==> src/rtl/csr_trap_sequencer_pkg.sv <==
// Shared CSR layouts, numbers and trap sequencer types.
// Imported by the trap sequencer and its interrupt arbiter.
package csr_trap_sequencer_pkg;

  localparam int DataPath = 32;
  localparam int CsrNumPath = 12;
  localparam int CSR_CAUSE_CodePath = 5;

  localparam logic [CsrNumPath-1:0] CSR_NUM_MSTATUS = 12'h300;
  localparam logic [CsrNumPath-1:0] CSR_NUM_MIE = 12'h304;
  localparam logic [CsrNumPath-1:0] CSR_NUM_MTVEC = 12'h305;
  localparam logic [CsrNumPath-1:0] CSR_NUM_MEPC = 12'h341;
  localparam logic [CsrNumPath-1:0] CSR_NUM_MCAUSE = 12'h342;
  localparam logic [CsrNumPath-1:0] CSR_NUM_MTVAL = 12'h343;
  localparam logic [CsrNumPath-1:0] CSR_NUM_MIP = 12'h344;

  localparam int MSTATUS_MIE_BIT = 3;
  localparam logic [1:0] MTVEC_MODE_VECTORED = 2'd1;

  typedef enum logic [CSR_CAUSE_CodePath-1:0] {
    CSR_CAUSE_INTERRUPT_CODE_NONE = 5'd0,
    CSR_CAUSE_INTERRUPT_CODE_SOFTWARE = 5'd3,
    CSR_CAUSE_INTERRUPT_CODE_TIMER = 5'd7,
    CSR_CAUSE_INTERRUPT_CODE_EXTERNAL = 5'd11
  } CSR_CAUSE_InterruptCodePath;

  typedef struct packed {
    logic [23:0] wpri_hi;
    logic mpie;
    logic [2:0] wpri_mid;
    logic mie;
    logic [2:0] wpri_lo;
  } CSR_MSTATUS;

  typedef struct packed {
    logic [19:0] rsvd3;
    logic meip;
    logic [2:0] rsvd2;
    logic mtip;
    logic [2:0] rsvd1;
    logic msip;
    logic [2:0] rsvd0;
  } CSR_MIP;

  typedef struct packed {
    logic [19:0] rsvd3;
    logic meie;
    logic [2:0] rsvd2;
    logic mtie;
    logic [2:0] rsvd1;
    logic msie;
    logic [2:0] rsvd0;
  } CSR_MIE;

  typedef struct packed {
    logic [29:0] base;
    logic [1:0] mode;
  } CSR_MTVEC;

  typedef struct packed {
    logic is_interrupt;
    logic [25:0] zero;
    logic [CSR_CAUSE_CodePath-1:0] code;
  } CSR_CAUSE;

  typedef enum logic [2:0] {
    IDLE,
    WR_MEPC,
    WR_MCAUSE,
    WR_MTVAL,
    WR_MSTATUS,
    REDIRECT
  } TrapSeqStatePath;

  function automatic CSR_MSTATUS mstatus_on_trap(
    input CSR_MSTATUS s
  );
    CSR_MSTATUS r;
    r = s;
    r.mpie = s.mie;
    r.mie = 1'b0;
    return r;
  endfunction

  function automatic CSR_MSTATUS mstatus_on_mret(
    input CSR_MSTATUS s
  );
    CSR_MSTATUS r;
    r = s;
    r.mie = s.mpie;
    r.mpie = 1'b1;
    return r;
  endfunction

endpackage

==> src/rtl/csr_interrupt_arbiter.sv <==
// Fixed-priority machine interrupt selector.
// External beats software, software beats timer.
module csr_interrupt_arbiter
  import csr_trap_sequencer_pkg::*;
(
  input  logic global_mie,
  input  CSR_MIP mip,
  input  CSR_MIE mie,
  output logic pending,
  output logic [CSR_CAUSE_CodePath-1:0] code
);

  logic c_ext;
  logic c_sw;
  logic c_tim;
  logic [2:0] grant;
  logic unused_ok;

  assign c_ext = global_mie & mip.meip & mie.meie;
  assign c_sw = global_mie & mip.msip & mie.msie;
  assign c_tim = global_mie & mip.mtip & mie.mtie;

  assign grant = {c_ext, c_sw & ~c_ext, c_tim & ~c_ext & ~c_sw};
  assign pending = |grant;

  always_comb begin
    code = CSR_CAUSE_INTERRUPT_CODE_NONE;
    unique case (1'b1)
      grant[2]: code = CSR_CAUSE_INTERRUPT_CODE_EXTERNAL;
      grant[1]: code = CSR_CAUSE_INTERRUPT_CODE_SOFTWARE;
      grant[0]: code = CSR_CAUSE_INTERRUPT_CODE_TIMER;
      default: code = CSR_CAUSE_INTERRUPT_CODE_NONE;
    endcase
  end

  assign unused_ok = ^{mip.rsvd3, mip.rsvd2, mip.rsvd1,
                       mip.rsvd0, mie.rsvd3, mie.rsvd2,
                       mie.rsvd1, mie.rsvd0};

endmodule

==> src/rtl/csr_trap_sequencer.sv <==
// Machine-mode trap entry / MRET sequencer: one CSR write
// per cycle, then a valid/ready redirect to fetch.
module csr_trap_sequencer
  import csr_trap_sequencer_pkg::*;
(
  input  logic clk,
  input  logic rst,
  input  logic trapReq,
  input  logic trapIsInterrupt,
  input  logic [CSR_CAUSE_CodePath-1:0] trapCode,
  input  logic [DataPath-1:0] trapPC,
  input  logic [DataPath-1:0] trapTval,
  input  logic mretReq,
  input  logic [DataPath-1:0] mstatus,
  input  logic [DataPath-1:0] mie,
  input  logic [DataPath-1:0] mip,
  input  logic [DataPath-1:0] mtvec,
  input  logic [DataPath-1:0] mepc,
  output logic csrWE,
  output logic [CsrNumPath-1:0] csrWriteNum,
  output logic [DataPath-1:0] csrWriteData,
  output logic irqPending,
  output logic [CSR_CAUSE_CodePath-1:0] irqCode,
  output logic busy,
  output logic redirectValid,
  output logic [DataPath-1:0] redirectPC,
  input  logic redirectReady
);

  TrapSeqStatePath state;
  logic cap_int;
  logic [CSR_CAUSE_CodePath-1:0] cap_code;
  logic [DataPath-1:0] cap_tval;
  CSR_MSTATUS cap_mstatus;
  CSR_MTVEC cap_mtvec;
  logic [DataPath-1:0] cap_mepc;
  logic is_mret;
  logic arb_pending;
  logic [DataPath-1:0] target;
  CSR_CAUSE cause;
  logic unused_ok;

  csr_interrupt_arbiter u_arb (
    .global_mie(mstatus[MSTATUS_MIE_BIT]),
    .mip(mip),
    .mie(mie),
    .pending(arb_pending),
    .code(irqCode)
  );

  assign irqPending = arb_pending & (state == IDLE);
  assign busy = (state != IDLE);
  assign cause = {cap_int, 26'd0, cap_code};
  assign unused_ok = ^trapPC[1:0];

  // Vectored offset applies to interrupts only.
  always_comb begin
    target = {cap_mtvec.base, 2'b00};
    if (is_mret)
      target = cap_mepc;
    else if (cap_mtvec.mode == MTVEC_MODE_VECTORED && cap_int)
      target = {cap_mtvec.base, 2'b00}
             + {25'd0, cap_code, 2'b00};
  end

  always_ff @(posedge clk or negedge rst) begin
    if (!rst) begin
      state <= IDLE;
      cap_int <= 1'b0;
      cap_code <= '0;
      cap_tval <= '0;
      cap_mstatus <= '0;
      cap_mtvec <= '0;
      cap_mepc <= '0;
      is_mret <= 1'b0;
      csrWE <= 1'b0;
      csrWriteNum <= '0;
      csrWriteData <= '0;
      redirectValid <= 1'b0;
      redirectPC <= '0;
    end else begin
      unique case (state)
        IDLE: begin
          if (trapReq) begin
            state <= WR_MEPC;
            cap_int <= trapIsInterrupt;
            cap_code <= trapCode;
            cap_tval <= trapIsInterrupt ? '0 : trapTval;
            cap_mstatus <= mstatus;
            cap_mtvec <= mtvec;
            csrWE <= 1'b1;
            csrWriteNum <= CSR_NUM_MEPC;
            csrWriteData <= {trapPC[31:2], 2'b00};
          end else if (mretReq) begin
            state <= WR_MSTATUS;
            is_mret <= 1'b1;
            cap_mstatus <= mstatus;
            cap_mepc <= mepc;
            csrWE <= 1'b1;
            csrWriteNum <= CSR_NUM_MSTATUS;
            csrWriteData <= mstatus_on_mret(mstatus);
          end
        end
        WR_MEPC: begin
          state <= WR_MCAUSE;
          csrWriteNum <= CSR_NUM_MCAUSE;
          csrWriteData <= cause;
        end
        WR_MCAUSE: begin
          state <= WR_MTVAL;
          csrWriteNum <= CSR_NUM_MTVAL;
          csrWriteData <= cap_tval;
        end
        WR_MTVAL: begin
          state <= WR_MSTATUS;
          csrWriteNum <= CSR_NUM_MSTATUS;
          csrWriteData <= mstatus_on_trap(cap_mstatus);
        end
        WR_MSTATUS: begin
          state <= REDIRECT;
          csrWE <= 1'b0;
          csrWriteNum <= '0;
          csrWriteData <= '0;
          redirectValid <= 1'b1;
          redirectPC <= target;
        end
        REDIRECT: begin
          if (redirectReady) begin
            state <= IDLE;
            redirectValid <= 1'b0;
            is_mret <= 1'b0;
          end
        end
        default: state <= IDLE;
      endcase
    end
  end

endmodule
==> config.mk <==
export PLATFORM = sky130hd
export DESIGN_NAME = csr_trap_sequencer
export DESIGN_NICKNAME = d
export VERILOG_FILES = /design/src/rtl/csr_trap_sequencer_pkg.sv /design/src/rtl/csr_interrupt_arbiter.sv /design/src/rtl/csr_trap_sequencer.sv
export SDC_FILE = /design/constraint.sdc
export NUM_CORES = 1
export LEC_CHECK = 0
export BUFFER_PORTS_ARGS = -buffer_cell sky130_fd_sc_hd__buf_4
export CAP_MARGIN = 20
export CORE_MARGIN = 2
export CORE_UTILIZATION = 52
export CTS_BUF_LIST = sky130_fd_sc_hd__clkbuf_16
export DETAILED_ROUTE_END_ITERATION = 10
export PLACE_DENSITY = 0.8
export SYNTH_ARGS = -nofsm -noshare
export SYNTH_HDL_FRONTEND = slang
export SYNTH_SLANG_ARGS = --single-unit
==> constraint.sdc <==
create_clock -name clk -period 2.9 [get_ports clk]
set_input_delay 0.87 -clock clk [delete_from_list [all_inputs] [get_ports clk]]
set_output_delay 0.87 -clock clk [all_outputs]
set_load 0.01 [all_outputs]
## Yosys cells after proc, flatten, opt, wreduce, memory -nomap -nowiden

Cells that the tools add are included.

- Bits in registers: 215
- Input bits: 235

- Add/subtract/negate cells: 1
- Eq/ne operators: 10
- Mux-type cells: 23
- Bitwise logic cells: 13
- Reduce and logical (&&, ||, !) cells: 17

Operator list:

| operator | count |
|---|---|
| 32-bit two-way mux | 7 |
| 32-bit case mux with 5 select lines | 1 |
| 12-bit case mux with 5 select lines | 1 |
| 32-bit by 7-bit adder with 32-bit output | 1 |
| 12-bit two-way mux | 2 |
| 3-bit case mux with 6 select lines | 1 |
| 4-bit case mux with 3 select lines | 1 |
| 2-bit AND reduction | 6 |
| 1-bit bitwise AND | 10 |
| 3-bit two-way mux | 3 |
| 2-bit nonzero test | 4 |
| 3-bit by 2-bit equality test with 1-bit output (second input constant) | 2 |
| 3-bit equality test (second input constant) | 2 |
| 2-bit != test (second input constant) | 3 |
| 1-bit case mux with 2 select lines | 3 |
| 5-bit nonzero test | 1 |
| 1-bit two-way mux | 4 |
| 4-bit AND reduction | 1 |
| 3-bit by 1-bit equality test with 1-bit output (second input constant) | 1 |
| 3-bit zero test | 1 |
| 3-bit != test (second input constant) | 1 |
| 1-bit inverter | 3 |
| 3-bit AND reduction | 1 |
| 3-bit nonzero test | 1 |
| 3 further kinds | 3 |

## Depth between registers and ports, before layout

Gate-level depths: netlist of run 1.

- Word-level depth: 7
- Depth in mapped cells: 8

## Cells and area by module

A second synthesis of run 1 with hierarchy kept.

- Cell total of the unflattened synthesis: 926
- Area, all modules: 10080.9 um^2

By module, submodules not included:

| module | times used | cells an instance | area each (um^2) |
|---|---|---|---|
| csr_trap_sequencer | 1 | 916 | 10015.9 |
| csr_interrupt_arbiter | 1 | 10 | 65.1 |

## Worst setup path before layout of run 1

Ideal clock, no wire load.

- Kind: input to register
- Start point: input port trapReq
- End point: register csrWriteData[5]
- Setup time: 125 ps
- Arrival: 2398 ps
- Data required time: 2775 ps
- Slack: 377 ps
- Stages: 6
- Path buffers: 2
- Cell sequence: clkbuf_1 > buf_1 > mux2_2 > a22oi_1 > o221ai_1 > mux2_2

- Word-level cells in the longest chain between the ends: 2

Ends and longest elaborated chain:

| what | RTL line | source |
|---|---|---|
| start: declaration | csr_trap_sequencer.sv:8 | `input logic trapReq,` |
| 32-bit two-way mux or 3-bit != test (tied branches) | n/a |  |
| 32-bit case mux with 5 select lines or 2-bit AND reduction (tied branches) | n/a |  |
| end signal: assignment | csr_trap_sequencer.sv:93 | `csrWriteData <= {trapPC[31:2], 2'b00};` |
| end signal: assignment | csr_trap_sequencer.sv:101 | `csrWriteData <= mstatus_on_mret(mstatus);` |
| end signal: assignment | csr_trap_sequencer.sv:107 | `csrWriteData <= cause;` |
| end: declaration | csr_trap_sequencer.sv:21 | `output logic [DataPath-1:0] csrWriteData,` |

Several ways; a longest one is shown, not always the timed one.
A chain may end at the register's enable or synchronous reset.

## Worst setup path in the final report of run 1

- Start point: input port mie[11]
- End point: output port irqPending

- Word-level cells in the longest chain between the ends: 6

Ends and longest elaborated chain:

| what | RTL line | source |
|---|---|---|
| start: declaration | csr_trap_sequencer.sv:15 | `input logic [DataPath-1:0] mie,` |
| 1-bit bitwise AND (*) | csr_interrupt_arbiter.sv:19 | `assign c_ext = global_mie & mip.meip & mie.meie;` |
| 1-bit inverter | csr_interrupt_arbiter.sv:23 | `assign grant = {c_ext, c_sw & ~c_ext, c_tim & ~c_ext & ~c_sw};` |
| 1-bit bitwise AND (2 in a row) | csr_interrupt_arbiter.sv:23 |  |
| 3-bit OR reduction (*) | csr_interrupt_arbiter.sv:24 | `assign pending = \|grant;` |
| 1-bit bitwise AND (*) | csr_trap_sequencer.sv:51 | `assign irqPending = arb_pending & (state == IDLE);` |
| end: declaration | csr_trap_sequencer.sv:22 | `output logic irqPending,` |

Mark *: on every way between the ends. The rest lies on a longest branch, timed or not.

==> impl_metrics.env, run 1 <==
export IMPL_worst_path_most_repeated_cell="sky130_fd_sc_hd__buf_4"
export IMPL_crit_family="simple AND/OR/NAND/NOR gates"
export IMPL_routedWlPerCell_um=18.82
export IMPL_dr_total_vias=8350
export IMPL_gr_usage_all_layers_pct=26.42
export IMPL_met3_usage_pct=5.464
export IMPL_synth_register_bits=207
export IMPL_first_iter_violations=460
export IMPL_final_setup_tns_ps=0
export IMPL_design_power_total_mw=14.16
export IMPL_synth_top_cells_by_area="sky130_fd_sc_hd__dfrtp_1 50%, sky130_fd_sc_hd__mux2_2 15%, sky130_fd_sc_hd__nand2_1 4.0%"
export IMPL_seq_area_frac_synth_pct=50.40
export IMPL_grt_util_met2_pct=45.87
export IMPL_grt_max_degree=86
export IMPL_finalSetupViolations=0
export IMPL_layout_min_cycle_time_ps=2604
export IMPL_drv_max_cap_violation_count=0
export IMPL_grt_pass1_wl_mm=43.73
export IMPL_synth_mux_area_share_pct=17.74
export IMPL_starting_density_of_the_core_pct=52.99
export IMPL_numPlacedInstances=1428
export IMPL_cp_end_kind="output port"
export IMPL_antenna_found_initial=0
export IMPL_tritoncts_num_buffers=23
export IMPL_worstPathMaxFanout=3
export IMPL_run_status="finished clean"
export IMPL_avgViaCountPerCell=5.692
export IMPL_hold_path_class="in2async"
export IMPL_drcViolationCount=0
export IMPL_required_ps=2030
export IMPL_p_leak_nw=6.073
export IMPL_cp_buffers_inverters=2
export IMPL_synth_simple_gate_area_share_pct=12.28
export IMPL_postCtsSetupRepairBufs=0
export IMPL_die_width_um=144.6
export IMPL_tightest_slew_ps=971.6
export IMPL_number_of_enable_type_register_cells_in_the_synthesized_netlist=0
export IMPL_finalCoreUtilization_pct=67.64
export IMPL_core_area_mm2=0.01940
export IMPL_cts_root_buffer_cell="sky130_fd_sc_hd__clkbuf_16"
export IMPL_area_delta_synth_final_pct=27.66
export IMPL_netlist_area_leader_share_pct=50.40
export IMPL_htree_levels=1
export IMPL_final_cell_mix="275 x sky130_fd_sc_hd__buf_4, 206 x sky130_fd_sc_hd__dfrtp_1, 138 x sky130_fd_sc_hd__mux2_2"
export IMPL_synth_fa_ha_area_share_pct=0.8034
export IMPL_tritoncts_clock_tree="done"
export IMPL_count_of_buffers_inserted_at_the_top_level_ports=251
export IMPL_timing_setup_critical_path_class="in2out"
export IMPL_crit_arrival_ps=1730
export IMPL_clk_transition_reported_paths_ps=60
export IMPL_insertedDiodeCount=0
export IMPL_die_h_um=144.6
export IMPL_post_route_period_util_pct=89.81
export IMPL_place_gp_congestion=0.8281
export IMPL_max_slew_margin_rel_pct=35.23
export IMPL_ordered_cell_list_for_the_critical_path="buf_4 > a22oi_1 > nor2b_1 > nand2b_1 > and2_1 > buf_4"
export IMPL_slowest_stage="sky130_fd_sc_hd__nand2b_1"
export IMPL_dominant_combinational_cell_family_by_area_after_synthesis="multiplexers"
export IMPL_cell_variety_after_synth=59
export IMPL_first_global_vias=8512
export IMPL_power_ir_vdd_worst_v=0.0005397
export IMPL_skew_ps=20.08
export IMPL_groute_layer_met1_usage_pct=33.59
export IMPL_timing_critical_path_slowest_cell_delay_ps=190
export IMPL_finalHoldViolCount=0
export IMPL_yosysTopAreaCell="sky130_fd_sc_hd__dfrtp_1"
export IMPL_power_per_cell_area_mw_per_mm2=1079
export IMPL_timing_max_transition_violations_final=0
export IMPL_async_reset_ff_share_pct=100.0
export IMPL_max_freq_mhz=384.0
export IMPL_netlist_area_mm2=0.01028
export IMPL_detail_route_antenna_nets=0
export IMPL_finish_cell_count_without_fillers=1467
export IMPL_final_layout_size_suffix_gt1_share_pct=38.27
export IMPL_timing_critical_path_from_type="primary input"
export IMPL_core_rowCount=51
export IMPL_ys_warn_count=0
export IMPL_finish_net_count=1429
export IMPL_clock_sinks=207
export IMPL_postSynthCellCount=957
export IMPL_whs_ps=346.0
export IMPL_cts_hold_repair_buffers=0
export IMPL_firstDrtPassIters=4
export IMPL_detail_route_wirelength_mm=27.61
export IMPL_clkLatencyLatePin_ps=510
export IMPL_gr_total_overflow=0
export IMPL_most_frequent_standard_cell_in_the_layout_excluding_fill_and_tap_cells="sky130_fd_sc_hd__buf_4"
export IMPL_boundaryPins=320
export IMPL_hpwl_mm=19.09
export IMPL_cts_repair_resize_count=0
export IMPL_die_area_mm2=0.02091
export IMPL_avg_inst_size_synth_um2=10.74
export IMPL_synthXorXnorAreaFrac_pct=1.278
export IMPL_synth_compound_area_share_pct=13.63
export IMPL_ys_dominant_reg_cell="sky130_fd_sc_hd__dfrtp_1"
export IMPL_clockBufferDepth=3
export IMPL_rsz0062_at_grt="no"
export IMPL_most_crowded_layer_after_global_routing="met2"
[logic make-up (layout without fill, tap and decap cells)]
kind of cell             after synthesis  in the layout
flip-flops                           207            207
adder cells (fa/ha/maj)                6              6
buffers and inverters                 89            327
AO/OA/AOI/OAI                        213            213
XOR/XNOR                              15             15
multiplexers                         161            161
other                                  1              8
AND/OR/NAND/NOR                      265            265
[path summary, 6_finish.rpt]
check | cells after the start | slack [ps] | from | endpoint
min reg2reg | 2 | 480 | csrWriteNum[0] | csrWriteNum[0]
min | 1 | 350 | rst | csrWriteData[28]
max | 6 | 300 | mie[11] | irqPending
max reg2reg | 7 | 490 | cap_code[0] | redirectPC[30]
min in group clk | 2 | 480 | csrWriteNum[0] | csrWriteNum[0]
max in group asynchronous | 2 | 1880 | rst | cap_mepc[22]
[stage by stage]
stage / instance area (um^2) / setup slack (ps)
after CTS: 13120 / 286.4
after global placement: 12450 / 297.9
final: 13120 / 295.6
after global routing: 13120 / 188.8
after floorplan: 10300 / 377.1
after detailed placement: 12450 / 286.9
[synth_stat cells, types with 12 or more instances]
library cell               count
sky130_fd_sc_hd__dfrtp_1     207
sky130_fd_sc_hd__mux2_2      138
sky130_fd_sc_hd__nand2_1     109
sky130_fd_sc_hd__o21ai_0      64
sky130_fd_sc_hd__clkbuf_1     45
sky130_fd_sc_hd__nor2_1       42
sky130_fd_sc_hd__nand2b_1     38
sky130_fd_sc_hd__a21oi_1      36
sky130_fd_sc_hd__a22oi_1      36
sky130_fd_sc_hd__nand3_1      22
sky130_fd_sc_hd__mux2i_1      19
sky130_fd_sc_hd__and3_1       17
sky130_fd_sc_hd__o221ai_1     17
sky130_fd_sc_hd__xnor2_1      14
sky130_fd_sc_hd__buf_1        13
sky130_fd_sc_hd__buf_2        12
[area by class of cell]
cell class                 instances  area (um^2)
clock inverter                    16        91.34
fill                            1520         6277
clock buffer                      23        575.6
sequential                       207         5181
timing repair buffer             280         2158
inverter                           8        30.03
multi-input combinational        668         4753
tap                              265        331.6
[state kept, by name (all words and copies together), names as in the netlist, 3 cells and up]
name	cells
csrWriteNum	4
cap_mtvec	32
cap_mstatus	31
cap_code	5
cap_tval	32
state	3
cap_mepc	32
csrWriteData	32
redirectPC	32
[metal layers]
metal	part of all wire (%)	up-vias
met3	7.8	52
met1	41	4063
met4	2.3	0
met2	49	322
li1	-	3913
met5	0	-
[where the power goes]
part	switching [mW]	total [mW]	leakage, nW	internal, mW
registers	0.990	5.32	2.54	4.33
logic	3.17	6.21	3.19	3.04
clock network	1.12	2.63	0.341	1.51
(Power assumes the default switching activity.)
==> run 2: changes to the inputs <==
Settings changed: CORE_UTILIZATION 52 to 29, MAX_ROUTING_LAYER from default to met4, PLACE_DENSITY 0.8 to 0.49.
==> impl_metrics.env, run 2 (same netlist as run 1, synthesis figures left out) <==
export IMPL_max_slew_margin_rel_pct=44.10
export IMPL_reg2reg_to="redirectPC[30]"
export IMPL_cts_hold_repair_buffers=0
export IMPL_skew_ps=11.81
export IMPL_timing_critical_path_from_type="register"
export IMPL_finalHoldViolCount=0
export IMPL_worst_slack_ps=216.4
export IMPL_timing_max_transition_violations_final=0
export IMPL_design_power_total_mw=14.83
export IMPL_starting_density_of_the_core_pct=29.61
export IMPL_r2r_start="cap_code[0]"
export IMPL_antenna_found_initial=3
export IMPL_clk_transition_reported_paths_ps=60
export IMPL_gr_usage_all_layers_pct=17.40
export IMPL_first_iter_violations=414
export IMPL_most_frequent_standard_cell_in_the_layout_excluding_fill_and_tap_cells="sky130_fd_sc_hd__buf_4"
export IMPL_final_layout_size_suffix_gt1_share_pct=39.09
export IMPL_rsz0062_at_grt="no"
export IMPL_htree_levels=1
export IMPL_die_area_mm2=0.03697
export IMPL_finish_cell_count_without_fillers=1673
export IMPL_hpwl_mm=21.87
export IMPL_area_delta_synth_final_pct=32.08
export IMPL_cts_root_buffer_cell="sky130_fd_sc_hd__clkbuf_16"
export IMPL_p_leak_nw=6.164
export IMPL_clockBufferDepth=3
export IMPL_detail_route_wirelength_mm=31.60
export IMPL_dpl_worst_slack_ps=278.8
export IMPL_groute_layer_met1_usage_pct=22.44
export IMPL_layout_min_cycle_time_ps=2684
export IMPL_core_area_mm2=0.03471
export IMPL_cp_end_kind="output port"
export IMPL_multi_input_comb_area_mm2=0.004762
export IMPL_max_freq_mhz=372.6
export IMPL_tritoncts_num_buffers=26
export IMPL_finish_net_count=1436
export IMPL_run_status="finished clean"
export IMPL_final_setup_tns_ps=0
export IMPL_worstPathMaxFanout=12
export IMPL_avgViaCountPerCell=4.921
export IMPL_place_gp_congestion=0.7541
export IMPL_detail_route_antenna_nets=0
export IMPL_finalSetupViolations=0
export IMPL_firstDrtPassIters=5
export IMPL_seqCellArea_mm2=0.005181
export IMPL_drv_max_cap_violation_count=0
export IMPL_crit_arrival_ps=1810
export IMPL_post_route_period_util_pct=92.54
export IMPL_grt_max_degree=65
export IMPL_numPlacedInstances=1622
export IMPL_timing_setup_critical_path_class="reg2out"
export IMPL_grt_util_met2_pct=27.53
export IMPL_boundaryPins=320
export IMPL_drcViolationCount=0
export IMPL_core_rowCount=68
export IMPL_routedWlPerCell_um=18.89
export IMPL_first_global_vias=8366
export IMPL_cts_repair_resize_count=0
export IMPL_met3_usage_pct=4.164
export IMPL_dr_total_vias=8232
export IMPL_hold_path_class="in2async"
export IMPL_tritoncts_clock_tree="done"
export IMPL_most_crowded_layer_after_global_routing="met2"
export IMPL_count_of_buffers_inserted_at_the_top_level_ports=251
export IMPL_gr_total_overflow=0
export IMPL_die_h_um=192.3
export IMPL_reg2reg_setup_slack_ps=350
export IMPL_power_per_cell_area_mw_per_mm2=1092
export IMPL_clkLatencyLatePin_ps=530
export IMPL_final_cell_mix="280 x sky130_fd_sc_hd__buf_4, 206 x sky130_fd_sc_hd__dfrtp_1, 138 x sky130_fd_sc_hd__mux2_2"
export IMPL_die_width_um=192.3
export IMPL_finalCoreUtilization_pct=39.11
export IMPL_reg2reg_depth=7
export IMPL_power_ir_vdd_worst_v=0.0004780
export IMPL_fillers=3458
export IMPL_required_ps=2030
export IMPL_grt_pass1_wl_mm=48.66
export IMPL_clock_sinks=207
export IMPL_postCtsSetupRepairBufs=0
export IMPL_tightest_slew_ps=838.4
run 2: per-stage QoR:
stage / instance area (um^2) / hold slack [ps]
final: 13580 / 300.6
after detailed placement: 12720 / 470.8
after global placement: 12720 / 466.3
after CTS: 13570 / 300.9
after floorplan: 10300 / 445.2
after global routing: 13580 / 327.5
run 2: final cells by class:
type / count / area share (%)
clock buffer: 27 / 4.977
timing repair buffer: 284 / 16.04
inverter: 8 / 0.2212
sequential: 207 / 38.17
multi-input combinational: 668 / 35.08
clock inverter: 21 / 1.272
antenna: 3 / 0.05530
tap: 455 / 4.194
run 2: worst max-delay path by stage:
stage	start	endpoint
2_1_floorplan	trapReq	csrWriteData[5]
3_3_place_gp	mie[11]	irqPending
3_5_place_dp	mie[11]	irqPending
4_1_cts	state[0]	irqPending
5_1_grt	state[0]	irqPending
6_report	state[0]	irqPending
run 2: where the power goes:
group / internal (mW) / total [mW] / switching [mW]
Sequential: 4.33 / 5.31 / 0.976
Clock: 1.94 / 3.23 / 1.30
Combinational: 3.05 / 6.29 / 3.24
run 2: worst max-delay path: stages (launching register included):
cell and delay (ps):
sky130_fd_sc_hd__dfrtp_1 480, sky130_fd_sc_hd__nor3_4 290, sky130_fd_sc_hd__buf_4 260, sky130_fd_sc_hd__and2_1 140
sky130_fd_sc_hd__buf_4 110
run 2: layer usage:
metal / up-vias / wire length (um)
met5: - / 0
met4: 0 / 794
met3: 47 / 2366
met2: 253 / 14380
met1: 3995 / 14060
li1: 3937 / -
